===== src/rtl/me_search_if.sv =====
// Bus between the motion-estimation search controller and its environment:
// the start/done command pair, the PE operand enables and addresses, the
// absolute-difference return path and the search result.
// Handshake: start is a level request sampled only while the controller is
// idle, with no ready signal; done is a one-cycle pulse, and best_sad,
// best_mvx and best_mvy are valid in that cycle and hold until the next
// accepted start.
interface me_search_if #(
  parameter int N = 4,
  parameter int R = 2
);
  localparam int W   = N + 2 * R;
  localparam int SW  = 8 + $clog2(N * N);
  localparam int MVW = $clog2(R + 1) + 1;
  localparam int TAW = $clog2(N * N);
  localparam int SAW = $clog2(W * W);

  logic                  start;
  logic [7:0]            ad;
  logic                  en_tb;
  logic                  en_sw;
  logic [TAW-1:0]        tb_addr;
  logic [SAW-1:0]        sw_addr;
  logic                  busy;
  logic                  done;
  logic [SW-1:0]         best_sad;
  logic signed [MVW-1:0] best_mvx;
  logic signed [MVW-1:0] best_mvy;

  modport slave (
    input  start, ad,
    output en_tb, en_sw, tb_addr, sw_addr, busy, done,
           best_sad, best_mvx, best_mvy
  );

  modport master (
    output start, ad,
    input  en_tb, en_sw, tb_addr, sw_addr, busy, done,
           best_sad, best_mvx, best_mvy
  );
endinterface


===== src/rtl/me_search_ctrl.sv =====
// Full-search block-matching controller. Walks every displacement of an
// N x N template over a (N+2R)^2 window, feeds pixel addresses to a
// one-cycle-latency absolute-difference PE, accumulates SAD per candidate
// and keeps the earliest minimum in raster order.
module me_search_ctrl #(
  parameter int N = 4,
  parameter int R = 2
) (
  input  logic       clk,
  input  logic       rst_n,
  me_search_if.slave bus,
  output logic [1:0] o_dbg_state
);
  localparam int W   = N + 2 * R;
  localparam int SW  = 8 + $clog2(N * N);
  localparam int MVW = $clog2(R + 1) + 1;
  localparam int TAW = $clog2(N * N);
  localparam int SAW = $clog2(W * W);
  localparam int PW  = (N > 1) ? $clog2(N) : 1;
  localparam int CW  = $clog2(2 * R + 1);

  typedef enum logic [1:0] {
    S_IDLE  = 2'd0,
    S_RUN   = 2'd1,
    S_DRAIN = 2'd2,
    S_DONE  = 2'd3
  } state_t;

  state_t r_state;
  state_t w_state_nxt;

  logic [PW-1:0] r_px, r_py;
  logic [CW-1:0] r_mx, r_my;

  logic          r_vld_d, r_first_d, r_last_d;
  logic [CW-1:0] r_mx_d, r_my_d;
  logic [SW-1:0] r_acc;

  logic [SW-1:0]         r_best_sad;
  logic signed [MVW-1:0] r_best_mvx, r_best_mvy;

  logic w_start_acc;
  logic w_px_last, w_py_last, w_mx_last, w_my_last;
  logic w_pix_first, w_pix_last, w_all_last;
  logic [SW-1:0] w_ad_ext, w_cand_sad;
  logic signed [MVW-1:0] w_mvx, w_mvy;

  assign w_start_acc = (r_state == S_IDLE) && bus.start;
  assign w_px_last   = (r_px == PW'(N - 1));
  assign w_py_last   = (r_py == PW'(N - 1));
  assign w_mx_last   = (r_mx == CW'(2 * R));
  assign w_my_last   = (r_my == CW'(2 * R));
  assign w_pix_first = (r_px == '0) && (r_py == '0);
  assign w_pix_last  = w_px_last && w_py_last;
  assign w_all_last  = w_pix_last && w_mx_last && w_my_last;

  // State register
  always_ff @(posedge clk or negedge rst_n) begin
    if (!rst_n) r_state <= S_IDLE;
    else        r_state <= w_state_nxt;
  end

  // Next-state logic: one pass over all candidates, one drain cycle for
  // the PE latency, then a single done cycle
  always_comb begin
    w_state_nxt = r_state;
    case (r_state)
      S_IDLE:  if (bus.start) w_state_nxt = S_RUN;
      S_RUN:   if (w_all_last) w_state_nxt = S_DRAIN;
      S_DRAIN: w_state_nxt = S_DONE;
      S_DONE:  w_state_nxt = S_IDLE;
      default: w_state_nxt = S_IDLE;
    endcase
  end

  // Outputs decoded from state
  always_comb begin
    bus.busy    = (r_state != S_IDLE);
    bus.done    = (r_state == S_DONE);
    bus.en_tb   = (r_state == S_RUN);
    bus.en_sw   = (r_state == S_RUN);
    o_dbg_state = r_state;
  end

  // Raster counters; they stop on the final pixel so the addresses hold
  // their last value until the next accepted start clears them
  always_ff @(posedge clk or negedge rst_n) begin
    if (!rst_n) begin
      r_px <= '0;
      r_py <= '0;
      r_mx <= '0;
      r_my <= '0;
    end else if (w_start_acc) begin
      r_px <= '0;
      r_py <= '0;
      r_mx <= '0;
      r_my <= '0;
    end else if ((r_state == S_RUN) && !w_all_last) begin
      if (!w_px_last) begin
        r_px <= r_px + 1'b1;
      end else begin
        r_px <= '0;
        if (!w_py_last) begin
          r_py <= r_py + 1'b1;
        end else begin
          r_py <= '0;
          if (!w_mx_last) begin
            r_mx <= r_mx + 1'b1;
          end else begin
            r_mx <= '0;
            r_my <= r_my + 1'b1;
          end
        end
      end
    end
  end

  assign bus.tb_addr = TAW'(int'(r_py) * N + int'(r_px));
  assign bus.sw_addr = SAW'((int'(r_my) + int'(r_py)) * W + int'(r_mx) + int'(r_px));

  // Counter context delayed by one cycle to line up with ad from the PE
  always_ff @(posedge clk or negedge rst_n) begin
    if (!rst_n) begin
      r_vld_d   <= 1'b0;
      r_first_d <= 1'b0;
      r_last_d  <= 1'b0;
      r_mx_d    <= '0;
      r_my_d    <= '0;
    end else begin
      r_vld_d   <= (r_state == S_RUN);
      r_first_d <= (r_state == S_RUN) && w_pix_first;
      r_last_d  <= (r_state == S_RUN) && w_pix_last;
      r_mx_d    <= r_mx;
      r_my_d    <= r_my;
    end
  end

  assign w_ad_ext   = SW'(bus.ad);
  assign w_cand_sad = r_first_d ? w_ad_ext : (r_acc + w_ad_ext);
  assign w_mvx      = MVW'(int'(r_mx_d) - R);
  assign w_mvy      = MVW'(int'(r_my_d) - R);

  // SAD accumulator, restarted on the first pixel of each candidate
  always_ff @(posedge clk or negedge rst_n) begin
    if (!rst_n)       r_acc <= '0;
    else if (r_vld_d) r_acc <= w_cand_sad;
  end

  // Best-candidate tracking; strict less-than keeps the earlier candidate
  always_ff @(posedge clk or negedge rst_n) begin
    if (!rst_n) begin
      r_best_sad <= '0;
      r_best_mvx <= '0;
      r_best_mvy <= '0;
    end else if (w_start_acc) begin
      r_best_sad <= '1;
      r_best_mvx <= '0;
      r_best_mvy <= '0;
    end else if (r_vld_d && r_last_d && (w_cand_sad < r_best_sad)) begin
      r_best_sad <= w_cand_sad;
      r_best_mvx <= w_mvx;
      r_best_mvy <= w_mvy;
    end
  end

  assign bus.best_sad = r_best_sad;
  assign bus.best_mvx = r_best_mvx;
  assign bus.best_mvy = r_best_mvy;
endmodule


===== src/flat_wrapper.sv =====
// flat-port wrapper written by rule: the top's interface ports become plain ports
module me_search_ctrl_flat 
#(
  parameter int N = 4,
  parameter int R = 2
)
  (clk, rst_n, o_dbg_state, bus_start, bus_ad, bus_en_tb, bus_en_sw, bus_tb_addr, bus_sw_addr, bus_busy, bus_done, bus_best_sad, bus_best_mvx, bus_best_mvy);
  me_search_if #(.N(N), .R(R)) bus_i ();
  input  logic clk;
  input  logic rst_n;
  output logic [1:0] o_dbg_state;
  input wire logic [$bits(bus_i.start)-1:0] bus_start;
  input wire logic [$bits(bus_i.ad)-1:0] bus_ad;
  output wire logic [$bits(bus_i.en_tb)-1:0] bus_en_tb;
  output wire logic [$bits(bus_i.en_sw)-1:0] bus_en_sw;
  output wire logic [$bits(bus_i.tb_addr)-1:0] bus_tb_addr;
  output wire logic [$bits(bus_i.sw_addr)-1:0] bus_sw_addr;
  output wire logic [$bits(bus_i.busy)-1:0] bus_busy;
  output wire logic [$bits(bus_i.done)-1:0] bus_done;
  output wire logic [$bits(bus_i.best_sad)-1:0] bus_best_sad;
  output wire logic [$bits(bus_i.best_mvx)-1:0] bus_best_mvx;
  output wire logic [$bits(bus_i.best_mvy)-1:0] bus_best_mvy;
  assign bus_i.start = bus_start;
  assign bus_i.ad = bus_ad;
  assign bus_en_tb = bus_i.en_tb;
  assign bus_en_sw = bus_i.en_sw;
  assign bus_tb_addr = bus_i.tb_addr;
  assign bus_sw_addr = bus_i.sw_addr;
  assign bus_busy = bus_i.busy;
  assign bus_done = bus_i.done;
  assign bus_best_sad = bus_i.best_sad;
  assign bus_best_mvx = bus_i.best_mvx;
  assign bus_best_mvy = bus_i.best_mvy;
  me_search_ctrl #(.N(N), .R(R)) u_core (.clk(clk), .rst_n(rst_n), .bus(bus_i), .o_dbg_state(o_dbg_state));
endmodule

===== config.mk =====
export PLATFORM = sky130hd
export DESIGN_NAME = me_search_ctrl_flat
export DESIGN_NICKNAME = d
export VERILOG_FILES = /design/src/rtl/me_search_if.sv /design/src/rtl/me_search_ctrl.sv /design/src/flat_wrapper.sv
export SDC_FILE = /design/constraint.sdc
export NUM_CORES = 1
export LEC_CHECK = 0
export CAP_MARGIN = 30
export CELL_PAD_IN_SITES_DETAIL_PLACEMENT = 1
export CELL_PAD_IN_SITES_GLOBAL_PLACEMENT = 1
export CORE_MARGIN = 1
export CORE_UTILIZATION = 53
export DETAILED_ROUTE_END_ITERATION = 8
export DONT_BUFFER_PORTS = 1
export GPL_TIMING_DRIVEN = 0
export PLACE_DENSITY = 0.88
export SLEW_MARGIN = 15
export SYNTH_ARGS = -nofsm -noshare
export SYNTH_HDL_FRONTEND = slang
export SYNTH_SLANG_ARGS = --single-unit

===== constraint.sdc =====
create_clock -name clk -period 5 [get_ports clk]
set_input_delay 0.5 -clock clk [delete_from_list [all_inputs] [get_ports clk]]
set_output_delay 0.5 -clock clk [all_outputs]
set_load 0.05 [all_outputs]

[Word-level counts from Yosys, hierarchy flattened]
Cells that the tools add are included.
Storage, ports and cells
  register bits: 51
  latch bits: 0
  bits in writable memories: 0
  memory bits (read-only): 0
  input port bits: 11
  output and inout port bits: 34
  word-level logic and storage cells: 86
  memories: 0
Cells by class
  add/sub/neg operators: 11
  $mul: 0
  divide/modulo/power cells: 0
  magnitude comparators: 1
  equal/unequal tests: 9
  shifts and indexed selects: 0
  muxes and demuxes: 27
  bitwise logic cells: 0
  reductions and logical operators: 24
Operators by type and width (number)
  $mux 3: 14
  $mux 12: 3
  $mux 2: 9
  $add 12x8->12: 1
  $lt 12x12->1: 1
  $reduce_bool 2->1: 6
  $logic_and 1x1->1: 10
  $eq 2x2->1 const B: 4
  $pmux 2 s4: 1
  $add 3x1->3 const B: 2
  $add 6x3->6: 1
  $add 6x4->6: 1
  $eq 3x3->1 const B: 2
  $logic_not 2->1: 3
  $sub 3x2->3 const B: 2
  $add 2x1->2 const B: 2
  $add 4x2->4: 1
  $reduce_and 2->1: 2
  $reduce_and 4->1: 1
  $add 3x2->3: 1
  $reduce_and 3->1: 1
  $eq 2x1->1 const B: 1
  $ne 2x1->1 const B: 1
  $ne 2x2->1 const B: 1
  $logic_not 1->1: 1

[Longest topological paths before layout]
Gate-level depths: netlist of run 1.
  depth in word-level cells: 8
  gate-level depth with buffers: 15
  gate-level depth less buffers: 14

[Least setup slack after synthesis of run 1]
No wires, ideal clock.
  kind: input port to flip-flop
  from: input port bus_ad[0]
  to: register u_core.r_best_sad[9] (netlist: u_core.bus.best_sad[9])
  setup time: 0.120 ns
  data arrival time: 3.473 ns
  data required time: 4.880 ns
  path slack: 1.407 ns
  stages: 15
  buffers on the path: 1
  cells stage by stage: ha_1 inv_1 fa_1 nor2b_4 o2111a_1 or4b_2 nand3_1 inv_1 ha_1 nand2_1 o21ai_0 a211o_1 or3_1 buf_2 o22a_2
On the way
  word-level cells in the longest chain between the ends: 5
  elaborated cells between the ends (all ways): 7
  classes of those cells: add/sub (1); order compare (1); mux (3); reduce/logical (2)
RTL lines
  start: declaration: line flat_wrapper.sv:13  | input wire logic [$bits(bus_i.ad)-1:0] bus_ad;
  $add 12x8->12: line me_search_ctrl.sv:139  | assign w_cand_sad = r_first_d ? w_ad_ext : (r_acc + w_ad_ext);
  $mux 12: line me_search_ctrl.sv:139
  named net u_core.w_cand_sad[6]: line me_search_ctrl.sv:45  | logic [SW-1:0] w_ad_ext, w_cand_sad;
  $lt 12x12->1: line me_search_ctrl.sv:159  | end else if (r_vld_d && r_last_d && (w_cand_sad < r_best_sad)) begin
  $logic_and 1x1->1: line me_search_ctrl.sv:159
  $reduce_bool 2->1 (no line)
  end signal: assignment: line me_search_ctrl.sv:160  | r_best_sad <= w_cand_sad;
  end: declaration: line me_search_ctrl.sv:39  | logic [SW-1:0] r_best_sad;
The timed path passes the listed nets, and every way through them passes these cells. The select of a mux whose other input is x is not followed.
A chain may end at the register's enable or synchronous reset.

[Worst setup path in the final report of run 1]
  from: register u_core.r_acc[0]
  to: register u_core.r_best_sad[7] (netlist: u_core.bus.best_sad[7])
On the way
  word-level cells in the longest chain between the ends: 5
  elaborated cells between the ends (all ways): 7
  classes of those cells: add/sub (1); order compare (1); mux (3); reduce/logical (2)
RTL lines
  start: declaration: line me_search_ctrl.sv:37  | logic [SW-1:0] r_acc;
  start signal: assignment: line me_search_ctrl.sv:146  | else if (r_vld_d) r_acc <= w_cand_sad;
  $add 12x8->12: line me_search_ctrl.sv:139
  $mux 12: line me_search_ctrl.sv:139
  named net u_core.w_cand_sad[6]: line me_search_ctrl.sv:45
  $lt 12x12->1: line me_search_ctrl.sv:159
  $logic_and 1x1->1: line me_search_ctrl.sv:159
  $reduce_bool 2->1 (no line)
The timed path passes the listed nets, and every way through them passes these cells. The select of a mux whose other input is x is not followed.

==> results of run 1 <==
-- routing by layer --
metal | vias to the layer above | part of all wire [%] | track usage [%]
met2 | 38 | 52 | 46.9
met5 | - | 0 | 0
met3 | 8 | 3.5 | 4.37
met4 | 0 | 1.1 | 7.64
met1 | 1199 | 43 | 29.9
li1 | 1131 | - | -
-- metrics by stage --
step / cell area (sq um) / instances / power [uW] / hold WS [ps]
floorplan: 3170 / 315 / 1850 / 204
global placement: 3260 / 387 / 2080 / 206
detailed placement: 3290 / 391 / 2160 / 205
CTS: 3440 / 400 / 2470 / 41.9
global route: 3440 / 400 / 2650 / 54.6
finish: 3440 / 400 / 2470 / 48.3
-- report_power, final --
group | switching (uW) | leakage [uW] | internal (uW) | total [uW]
Sequential | 359 | 0.000574 | 548 | 908
Combinational | 703 | 0.00103 | 560 | 1260
Clock | 133 | 0.0000612 | 162 | 295
-- layout make-up --
type	instances	share of cell area (%)
inverter	41	4.48
buffer	10	1.71
clock buffer	6	2.40
timing repair buffer	5	1.68
multi-input combinational	213	48.9
sequential	51	37.1
clock inverter	2	1.02
tap	72	2.62
-- state kept, by name, summed over array words and instances (netlist names) --
name and flops:
u_core.r_last_d 1, u_core.r_vld_d 1, u_core.o_dbg_state 2, u_core.r_mx 3, u_core.r_py 2, u_core.r_acc 12, u_core.r_px 2, u_core.r_my 3
u_core.bus.best_mvy 3, u_core.bus.best_mvx 3, u_core.bus.best_sad 12, u_core.r_mx_d 3, u_core.r_my_d 3, u_core.r_first_d 1
-- placed cells by master (no fill, tap or decap), types with 5 or more instances in the layout --
cell	instances
mux2i_1	8
mux2_2	6
nand4_1	5
buf_4	7
dfrtp_1	51
clkbuf_8	6
nor2_1	23
o22a_1	5
xnor2_1	7
a2bb2oi_1	7
inv_1	40
nor3_1	5
a21oi_1	17
nor2b_1	6
nand2_1	14
o21ai_0	10
ha_1	35
-- repair_timing --
action                    4_1_cts  5_1_grt
setup buffers                   0        0
hold buffers                    1        0
hold endpoints to repair       51        0
-- logic make-up (layout without fill, tap and decap cells) --
family / count (synthesis) / in the layout / share of synthesized area, %
mux: 15 / 15 / 5.13
flops: 51 / 51 / 40.3
simple gates: 77 / 77 / 12.9
fa+ha+maj: 38 / 38 / 15.7
compound gates: 72 / 72 / 16.2
xor+xnor: 11 / 11 / 3.04
buf+inv: 51 / 64 / 6.71
-- synth_stat cells, drive strengths merged (2+ instances only) --
cell type   n
dfrtp      51
inv        40
ha         35
nor2       23
a21oi      18
nand2      14
o21ai      10
mux2i       8
a2bb2oi     7
mux2        7
nor2b       7
xnor2       7
buf         6
nor3        6
o22a        6
nand4       5
clkbuf      4
nand3       4
o22ai       4
xor2        4
a21o        3
and3        3
fa          3
nand3b      3
o211ai      3
o311ai      3
or4         3
a211oi      2
a311o       2
a31oi       2
and4        2
o21a        2
o2bb2ai     2
o31ai       2
or2         2
-- critical path: stages, from the launching register on --
cell and delay, ps:
dfrtp_1 400, ha_1 220, inv_1 80, fa_1 240
nor2b_4 60, o2111a_1 300, or4b_2 640, nand3_1 190
inv_1 70, ha_1 290, nand2_1 70, o21ai_0 90
a211o_1 350, o21bai_2 390, buf_4 270, a2bb2oi_1 190
-- worst min-delay path by stage --
stage,depth (start not counted),slack (ps),to
final,1,50,u_core.r_acc[5]
after global routing,1,50,u_core.r_mx_d[0]
after CTS,1,40,u_core.bus.best_sad[5]
after detailed placement,0,210,u_core.o_dbg_state[0]
after global placement,0,210,u_core.o_dbg_state[1]
after floorplan,0,200,u_core.bus.best_mvx[0]
==> impl_metrics.py, run 1 <==
metrics = {
    "yosys": {
        "synth_top_area_share_pct": 40.3,
        "syn_avg_cell_area_sq_um": 10.1,
        "ys_warn_count": 0,
        "async_flop_share_pct": 100,
        "synth_ff_type": "dfrtp_1",
        "yosys.area.top_type": "dfrtp_1",
        "synth_cell_types": 58,
        "syn_nets": 364,
        "synthCells": 315,
        "synth_edf_count": 0,
        "synth_area_leaders": "dfrtp_1 40%, ha_1 14%, inv_1 4.7%",
        "syn-cell-area_sq_mm": 0.00317,
        "seq_area_frac_synth_pct": 40.3,
        "ys_seq_elements": 51,
    },
    "clocking": {
        "cts_tree": "built",
        "htree_levels": 2,
        "cts_resized": 0,
        "cts_sinks": 51,
        "cts_buffer_depth": 2,
        "cts_buffers": 5,
        "clock_latency_ps": 310,
        "cts_root_buf": "clkbuf_8",
        "clk_pin_slew_ps": 90,
    },
    "timing": {
        "setup_slack_ps": 1070,
        "finalCritPeriodShare_pct": 78.6,
        "tightestPinTransition_ps": 674,
        "rsz0062_at_grt": "no",
        "hold_viol": 0,
        "max_freq_mhz": 254,
        "fin_setup_tns_ps": 0,
        "period_needed_ps": 3930,
        "drv_slew": 0,
        "max_slew_margin_pct": 55.1,
        "setup_violations": 0,
        "fin_skew_ps": 11.5,
    },
    "floorplanning": {
        "initial_core_util_pct": 56.2,
        "io_pins": 45,
        "fp.dieH_microns": 79.3,
        "fp-row-count": 27,
        "core-area_sq_mm": 0.00564,
        "die_w_microns": 79.3,
        "die-area_sq_mm": 0.00630,
    },
    "detailed_routing": {
        "vias": 2376,
        "wirelength_microns": 7290,
        "viasPerCell": 5.94,
        "post_drt_wl_per_cell_microns": 18.2,
        "final_antenna_net_count": 0,
        "drc": 0,
        "drt_first_pass_iters": 4,
        "drt_iter0_markers": 87,
    },
    "global_route": {
        "overflow": 0,
        "grt_use_total_pct": 25.4,
        "grt_max_degree": 52,
        "grt_first_pass_wirelength_microns": 12300,
        "grt_pass1_vias": 2588,
        "antenna_found_initial": 0,
    },
    "critical_path": {
        "end_kind": "register",
        "worst_setup_path_start_kind": "register",
        "crit_start": "u_core.r_acc[0]",
        "critPathMaxFanout": 10,
        "worstSetupPathType": "register to register",
        "r2r_cells": 15,
        "setup.worst_path.end": "u_core.bus.best_sad[7]",
        "rr_startpoint": "u_core.r_acc[0]",
        "rrSetupSlack_ps": 1070,
        "required_ps": 5220,
        "rr_endpoint": "u_core.bus.best_sad[7]",
        "worstPathArrival_ps": 4150,
    },
    "placement": {
        "io_buffers": 0,
        "place_ws_ps": 1050,
        "gp_congestion": 0.863,
        "dp_hpwl_microns": 5610,
    },
    "job": {
        "cap_viol_max_count": 0,
    },
    "finish": {
        "final_util_pct": 60.9,
        "seq_area_sq_mm": 0.00128,
        "layout.nets": 376,
        "syn2layout_area_growth_pct": 8.37,
        "multi_input_area_sq_mm": 0.00168,
        "num_antenna_cells": 0,
        "drive_gt1_share_pct": 11.6,
        "n_fill_cell": 613,
    },
    "power": {
        "irDropWorstVdd_mv": 0.268,
        "powerDensity_mw_per_mm2": 718,
        "p_leak_uw": 0.00166,
    },
    "worst_hold_path": {
        "hp-class": "input pin to asynchronous set/reset pin",
    },
    "outcome": {
        "status": "finished clean",
    },
}
Power figures use the tool's default switching activity.
==> run 2: changes to the inputs <==
Settings changed: CORE_UTILIZATION 53 to 45, PLACE_DENSITY 0.88 to 0.8.
Clock period 5 ns to 3.4 ns, I/O delays scaled along.
==> run 2 against run 1 <==
Net effect:
- the run now ends with negative setup slack left
- clock power rose by 25%
- total power rose by 89%
- maximum frequency rose by 11%
- clock skew fell by 2.2 ps
- final area rose by 14%
- worst hold slack improved by 260 ps
- sequential power rose by 50%
==> impl_metrics.py, run 2 (same netlist as run 1, synthesis figures left out) <==
metrics = {
    "outcome": {
        "status": "complete, but fails checks",
        "violations": "negative setup slack",
    },
    "timing": {
        "rsz0062_at_grt": "yes",
        "setup_violations": 9,
        "setup_slack_ps": -128,
        "tightestPinTransition_ps": 697,
        "hold_viol": 0,
        "max_freq_mhz": 283,
        "finalCritPeriodShare_pct": 104,
        "max_slew_margin_pct": 53.5,
        "holdWs_ps": 305,
        "fin_skew_ps": 9.29,
        "drv_slew": 0,
        "period_needed_ps": 3530,
    },
    "clocking": {
        "clk_pin_slew_ps": 90,
        "cts_buffer_depth": 2,
        "clock_latency_ps": 300,
        "htree_levels": 2,
        "cts_root_buf": "clkbuf_8",
        "cts_sinks": 51,
        "cts_tree": "built",
        "cts_buffers": 5,
    },
    "global_route": {
        "grt_pass1_vias": 2657,
        "grt_first_pass_wirelength_microns": 13300,
        "antenna_found_initial": 0,
        "grt_max_degree": 52,
        "grt_use_total_pct": 23.3,
        "overflow": 0,
    },
    "finish": {
        "layout.nets": 395,
        "num_antenna_cells": 0,
        "stdcell_count": 443,
        "syn2layout_area_growth_pct": 23.4,
        "final_common_cell": "dfrtp_1",
        "drive_gt1_share_pct": 26.2,
        "final_cell_mix": "51 x dfrtp_1, 38 x inv_1, 24 x ha_1",
    },
    "floorplanning": {
        "fp-row-count": 30,
        "die_w_microns": 85.9,
        "io_pins": 45,
        "die-area_sq_mm": 0.00739,
        "fp.dieH_microns": 85.9,
        "initial_core_util_pct": 46.7,
        "core-area_sq_mm": 0.00679,
    },
    "detailed_routing": {
        "post_drt_wl_per_cell_microns": 19.2,
        "drt_first_pass_iters": 4,
        "drt_iter0_markers": 61,
        "drc": 0,
        "viasPerCell": 5.70,
        "final_antenna_net_count": 0,
        "vias": 2526,
        "wirelength_microns": 8490,
    },
    "critical_path": {
        "required_ps": 3600,
        "critPathMaxFanout": 5,
        "worstPathArrival_ps": 3720,
        "worst_setup_path_start_kind": "register",
        "end_kind": "register",
        "worstSetupPathType": "register to register",
    },
    "placement": {
        "place_ws_ps": -379,
        "gp_congestion": 0.801,
        "io_buffers": 0,
        "dp_cells": 415,
        "dp_hpwl_microns": 5580,
    },
    "power": {
        "powerDensity_mw_per_mm2": 1190,
        "irDropWorstVdd_mv": 0.380,
        "power.total_uw": 4660,
        "p_leak_uw": 0.00179,
    },
    "job": {
        "cap_viol_max_count": 0,
    },
    "worst_hold_path": {
        "hp-class": "input pin to register",
    },
}
-- run 2: cell types whose count changed in the layout (fill, tap and decap cells not counted), moves of 3 or more --
cell     delta
buf_4      +14
ha_1       -11
ha_4        +9
buf_6       +4
o22ai_1     -4
o22ai_2     +4
nor3_4      +3
-- run 2: per-stage QoR --
step	util [%]	setup TNS [ps]	cell area (sq um)
finish	57.6	-789	3910
global placement	48.5	-5600	3300
global route	57.6	-3310	3910
floorplan	-	0	3180
detailed placement	49.0	-5690	3330
CTS	54.2	-1280	3680
-- run 2: routing by layer --
metal / track usage, % / routed length [microns]
met1: 28.1 / 3380
met2: 42.3 / 4560
met3: 4.14 / 354
met4: 6.67 / 197
met5: 0 / 0
-- run 2: cell type report --
cell class / count / area [sq um]
fill: 739 / 2880
clock inverter: 1 / 8.76
inverter: 41 / 154
timing repair buffer: 24 / 223
buffer: 10 / 68.8
sequential: 51 / 1280
multi-input combinational: 213 / 1970
tap: 96 / 120
clock buffer: 7 / 86.3
-- run 2: final timing paths --
check                      cells past startpoint  slack [ps]             from                     end
hold / removal                                 2         300        bus_ad[0]  u_core.bus.best_sad[0]
hold reg to reg                                0         400   u_core.r_mx[2]        u_core.r_mx_d[2]
setup / recovery                              14        -130  u_core.r_acc[4]  u_core.bus.best_sad[4]
setup reg to reg                              14        -130  u_core.r_acc[4]  u_core.bus.best_sad[4]
min in group asynchronous                      2         530            rst_n         u_core.r_acc[3]
max in group asynchronous                      2        2640            rst_n  u_core.bus.best_sad[8]
-- run 2: worst max-delay path: stages (launching register included) --
cell,delay (ps)
dfrtp_1,420
ha_4,310
o211ai_1,100
buf_4,160
o21ai_2,200
xor2_1,120
mux2i_2,310
inv_1,140
ha_4,250
a21oi_1,170
o21ai_1,110
a211o_1,360
or3_4,390
buf_6,160
o22a_1,200
-- run 2: power by group --
group          switching, uW  internal [uW]
Combinational           1430           1500
Clock                    203            167
Sequential               556            806
Total                   2190           2470
-- run 2: repair_timing --
action	CTS	global route
resized for setup	33	22
endpoints found under the setup margin	18	18
buffers inserted	8	9
pin swaps	15	20
gates cloned	1	0
hold endpoints to repair	51	0
hold buffers	2	0
